## src/rtl/reg_dump_reader.sv

```systemverilog
// Debug register dump: walks x0..x(NUM_REGS-1) over the register file debug read
// port and streams a header byte followed by each register MSB-first on a valid/ready byte link.
module reg_dump_reader #(
    parameter int          NUM_REGS = 32,
    parameter logic [7:0]  HEADER   = 8'hA5
) (
    input  logic        clk,
    input  logic        rstn,
    input  logic        start,
    output logic [4:0]  dbg_reg_ra,
    input  logic [31:0] dbg_reg_rd,
    output logic [7:0]  tx_data,
    output logic        tx_valid,
    input  logic        tx_ready,
    output logic        busy,
    output logic        done
);

    localparam logic [4:0] LAST_IDX = 5'(NUM_REGS - 1);

    typedef enum logic [2:0] {
        S_IDLE,
        S_HEADER,
        S_LOAD,
        S_SEND,
        S_DONE
    } state_t;

    state_t      r_state;
    state_t      w_next;
    logic [4:0]  r_idx;
    logic [1:0]  r_byte_cnt;
    logic [31:0] r_shreg;
    logic        w_last_byte;

    assign w_last_byte = (r_byte_cnt == 2'd3);
    assign dbg_reg_ra  = r_idx;

    always_ff @(posedge clk or negedge rstn) begin
        if (!rstn) begin
            r_state <= S_IDLE;
        end else begin
            r_state <= w_next;
        end
    end

    // Outputs decode from state only, so tx_valid never depends on tx_ready.
    always_comb begin
        w_next   = r_state;
        tx_valid = 1'b0;
        tx_data  = '0;
        busy     = 1'b1;
        done     = 1'b0;
        case (r_state)
            S_IDLE: begin
                busy = 1'b0;
                if (start) begin
                    w_next = S_HEADER;
                end
            end
            S_HEADER: begin
                tx_valid = 1'b1;
                tx_data  = HEADER;
                if (tx_ready) begin
                    w_next = S_LOAD;
                end
            end
            S_LOAD: begin
                w_next = S_SEND;
            end
            S_SEND: begin
                tx_valid = 1'b1;
                tx_data  = r_shreg[31:24];
                if (tx_ready && w_last_byte) begin
                    w_next = (r_idx == LAST_IDX) ? S_DONE : S_LOAD;
                end
            end
            S_DONE: begin
                done   = 1'b1;
                w_next = S_IDLE;
            end
            default: begin
                w_next = S_IDLE;
            end
        endcase
    end

    always_ff @(posedge clk or negedge rstn) begin
        if (!rstn) begin
            r_idx      <= '0;
            r_byte_cnt <= '0;
            r_shreg    <= '0;
        end else begin
            case (r_state)
                S_IDLE: begin
                    if (start) begin
                        r_idx <= '0;
                    end
                end
                S_LOAD: begin
                    r_shreg    <= dbg_reg_rd;
                    r_byte_cnt <= '0;
                end
                S_SEND: begin
                    if (tx_ready) begin
                        r_shreg    <= {r_shreg[23:0], 8'h00};
                        r_byte_cnt <= r_byte_cnt + 2'd1;
                        if (w_last_byte && (r_idx != LAST_IDX)) begin
                            r_idx <= r_idx + 5'd1;
                        end
                    end
                end
                default: begin
                end
            endcase
        end
    end

endmodule

```

## config.mk

```make
export PLATFORM = sky130hd
export DESIGN_NAME = reg_dump_reader
export DESIGN_NICKNAME = d
export VERILOG_FILES = /design/src/rtl/reg_dump_reader.sv
export SDC_FILE = /design/constraint.sdc
export NUM_CORES = 1
export LEC_CHECK = 0
export CORE_UTILIZATION = 53
export CTS_CLUSTER_SIZE = 28
export DETAILED_ROUTE_END_ITERATION = 10
export PLACE_DENSITY_LB_ADDON = 0.05
export SETUP_SLACK_MARGIN = 0.15
export SYNTH_ARGS = -nofsm -noshare
export SYNTH_HDL_FRONTEND = slang
export SYNTH_SLANG_ARGS = --single-unit
```

## constraint.sdc

```tcl
create_clock -name clk -period 4.2 [get_ports clk]
set_clock_uncertainty 0.15 [all_clocks]
set_input_delay 0.84 -clock clk [delete_from_list [all_inputs] [get_ports clk]]
set_output_delay 0.84 -clock clk [all_outputs]
set_load 0.005 [all_outputs]
```

== Word level (Yosys, flattened, before mapping) ==
Index checks and enable logic that the tools add are counted.

* Bitwise gates (word level): 0
* Order comparisons: 0
* Div/mod/pow operators: 0
* $mul: 0
* Equality and inequality tests: 12
* Reductions and logical operators: 9
* Shifts and indexed selects: 0
* Multiplexer cells: 17
* Add/subtract/negate cells: 2

{| class="wikitable"
|+ Operators by type and width
! cell !! count
|-
| $pmux 32 s2 || 1
|-
| $mux 32 || 1
|-
| $pmux 8 s2 || 1
|-
| $mux 5 || 3
|-
| $mux 3 || 4
|-
| $pmux 3 s4 || 1
|-
| $ne 2x2->1 const B || 5
|-
| $pmux 5 s2 || 1
|-
| $eq 3x2->1 const B || 2
|-
| $add 5x1->5 const B || 1
|-
| $eq 5x5->1 const B || 1
|-
| $ne 5x5->1 const B || 1
|-
| $pmux 2 s2 || 1
|-
| $reduce_and 4->1 || 1
|-
| $reduce_bool 2->1 || 2
|-
| $eq 3x1->1 const B || 1
|-
| $eq 3x3->1 const B || 1
|-
| $logic_not 3->1 || 1
|-
| $mux 1 || 3
|-
| $reduce_and 3->1 || 1
|-
| $add 2x1->2 const B || 1
|-
| $eq 2x2->1 const B || 1
|-
| $logic_and 1x1->1 || 2
|-
| $mux 2 || 1
|-
| other kinds (2) || 2
|}

* Memory bits (read-only): 0
* Output and inout port bits: 16
* Bits in writable memories: 0
* Bits in latches: 0
* Logic and storage cells: 44
* Flip-flop bits (word level): 42
* Memories: 0

== Longest topological paths before layout ==
* Depth after elaboration: 5
* Mapped depth: 6

== Least setup slack after synthesis ==
OpenSTA, ideal clock, no wires.

* Path type: reg-to-output
* Start point: register r_state[1]
* End point: output tx_data[1]
* Stages on the path, launching flop included: 5
* Slack: 2110 ps
* Data required time: 3210 ps
* Data arrival time: 1100 ps
* Path through: dfrtp_1 -> buf_2 -> and3b_1 -> clkbuf_1 -> and2_1

* Word-level cells in the longest chain between the ends: 2

{| class="wikitable"
|+ RTL lines
! element !! line !! source
|-
| start, declared || 29 || <nowiki>state_t r_state;</nowiki>
|-
| start signal, assigned || 43 || <nowiki>r_state <= w_next;</nowiki>
|-
| $eq 3x2->1 / $eq 3x1->1 (equally long branches) || 54 || <nowiki>case (r_state)</nowiki>
|-
| $pmux 8 s2 (*) || 54 ||
|-
| end, declared || 12 || <nowiki>output logic [7:0] tx_data,</nowiki>
|}

Mark *: on every way between the ends. The rest lies on a longest branch, timed or not.

== Worst setup path in the final report ==
Ends and elaborated chain as after synthesis.

==> metrics.cfg <==
[outcome]
outcome = completed

[finish]
n_antenna_cell = 0
final_cell_area_sq_um = 2700
fill_cells = 275
drive_gt1_share_pct = 17.1
area_delta_synth_final_pct = 28.3
finalNetCount = 255

[min_path]
min_path_cells = 1
hold_class = flip-flop to flip-flop

[clock_tree]
clk_latency_ns = 0.29
cts.repair.resized = 0
cts_max_path_buffers = 2
clkTransAtPathRegs_ns = 0.08
cts_setup_buffers = 0
cts_tree = yes
cts_root_buf = clkbuf_8
cts_hold_buf = 0
clock_sinks = 42
cts_buffers = 5
htree_levels = 2

[drt]
vias = 1439
antenna_left = 0
via_per_inst = 5.43
drcViolationCount = 0
drt-initial-drc-count = 112
wl_mm = 4.24
firstDrtPassIters = 4
post_drt_wl_per_cell_um = 16.0

[die]
die_w_um = 65.1
core-area_sq_um = 3740
fp.dieH_um = 65.1
die-area_sq_um = 4230
initial_core_util_pct = 56.3
rows = 22
io_pins = 52

[power_and_ir_drop]
net-switching-power_uw = 485
pwr-share-clk_pct = 17.0
seqPwrFrac_pct = 42.4
power_density_nw_per_um2 = 575
internal_power_uw = 1070
swShare_pct = 31.2
leakagePower_uw = 0.00128
comb_power_share_pct = 40.6
ir_drop_mv = 0.308

[timing]
setup_ws_ns = 1.24
slew_viol_final = 0
rsz0062_at_grt = no
hold_violations = 0
whs_ns = 0.337
max_slew.worst_pin.slew_ns = 0.905
slew_headroom_pct = 39.6
fin_crit_sh_pct = 70.4
finalSetupTns_ns = 0
fin_crit_ns = 2.96
max_freq_ghz = 0.338
setup_violations = 0

[yosys]
yosys-top-cells-area = dfrtp_1 50%, mux2_2 13%, mux2_1 8.0%, mux2i_1 5.2%, a22o_1 3.7%
synth.most_common_cell = dfrtp_1
synth_common_cells = 42 x dfrtp_1, 25 x mux2_2, 15 x mux2_1, 11 x inv_1, 11 x mux2i_1
synth-edff-count = 0
yosysUniqueCellTypes = 32
syn_area_per_cell_sq_um = 12.7
synth_ff_type = dfrtp_1
synthArstFlopShare_pct = 100
yosysSeqAreaShare_pct = 49.9
synth_area_sq_um = 2110
netlist_instances = 166
ys_ff_latch = 42
ys_warn_count = 0
synthDominantCellAreaShare_pct = 49.9
syn_nets = 205
synth.largest_area_cell = dfrtp_1

[place]
place_ws_ns = 1.51
hpwl_mm = 3.10
port_buffers = 51
gp_congestion = 0.841
dpl-instance-area_sq_um = 2610

[grt]
grt_max_degree = 43
grt_pass1_vias = 1540
grt.overflow.total = 0
grt_pass1_wl_mm = 7.22
grt_usage_pct = 23.5
antenna_found_initial = 0

[worst_setup_path]
cp_slowest_cell = dfrtp_1
critPathTopFamily = simple AND/OR/NAND/NOR gates
cp_max_fo = 12
ff2ff_path_depth = 6
crit_buf_inv = 1
cpPeakStageDelay_ns = 0.58
cp-start-kind = flip-flop
arrival_ns = 1.97
worst-setup-path-type = flip-flop to output pin
cp-end-kind = output pin
cp.required_ns = 3.21
crit_chain = and3b_1 > and2_1 > clkdlybuf4s50_1
crit_cells = 3

[run]
drv_cap = 0

metrics by stage:
stage | util [%] | power [uW] | cells
floorplan | - | 1060 | 166
global placement | 69.8 | 1270 | 257
detailed placement | 69.8 | 1300 | 257
CTS | 72.2 | 1570 | 265
global route | 72.2 | 1670 | 265
finish | 72.2 | 1560 | 265
worst paths after layout:
check / endpoint / slack, ns / startpoint
worst max-delay path: tx_data[1] / 1.24 / r_state[1]
worst min-delay path: r_byte_cnt[0] / 0.34 / r_byte_cnt[0]
worst max register to register: dbg_reg_ra[4] / 2.09 / dbg_reg_ra[0]
worst min register to register: r_byte_cnt[0] / 0.34 / r_byte_cnt[0]
max in group asynchronous: r_shreg[27] / 2.81 / rstn
min in group asynchronous: r_shreg[0] / 0.52 / rstn
kinds of logic after synthesis:
family	share of synthesized area, %
fa+ha+maj	1.78
flops	49.9
simple gates	8.08
buf+inv	5.29
mux	26.6
compound gates	8.37
per-layer routing:
layer	up-vias	GRT usage [%]	wire length (um)
met5	-	0	0
met2	36	40.5	2230
met3	2	7.22	164
li1	689	-	-
met1	712	27.9	1820
met4	0	7.61	19
cell usage in the layout (no fill, tap or decap), types with 2 or more instances in the layout:
cell and instances:
nor2_1 2, a31oi_1 3, o21ai_0 2, nand2b_1 5, mux2_2 25, and2_1 4, a21oi_1 5, mux2_1 15
and3_1 3, inv_1 11, mux2i_1 11, a22o_1 9, clkdlybuf4s50_1 50, nand2_1 4, ha_1 3, clkbuf_8 6
dfrtp_1 42
sequential cells by signal (all words and copies together), names as in the netlist:
register    flops
r_state         3
dbg_reg_ra      5
r_shreg        32
r_byte_cnt      2
power groups by stage:
stage / registers [uW] / clock network, uW / logic, uW
after floorplan: 629 / 0 / 427
after global placement: 653 / 0 / 613
after detailed placement: 667 / 0 / 637
after CTS: 660 / 275 / 640
after global routing: 680 / 297 / 694
final: 660 / 265 / 631
cell type report:
cell class | count | area, sq um | area share (%)
sequential | 42 | 1050 | 38.9
multi-input combinational | 104 | 947 | 35.0
timing repair buffer | 52 | 513 | 19.0
clock buffer | 7 | 86.3 | 3.19
tap | 48 | 60.1 | 2.22
inverter | 11 | 41.3 | 1.53
clock inverter | 1 | 5.00 | 0.185
Power figures use the tool's default switching activity.
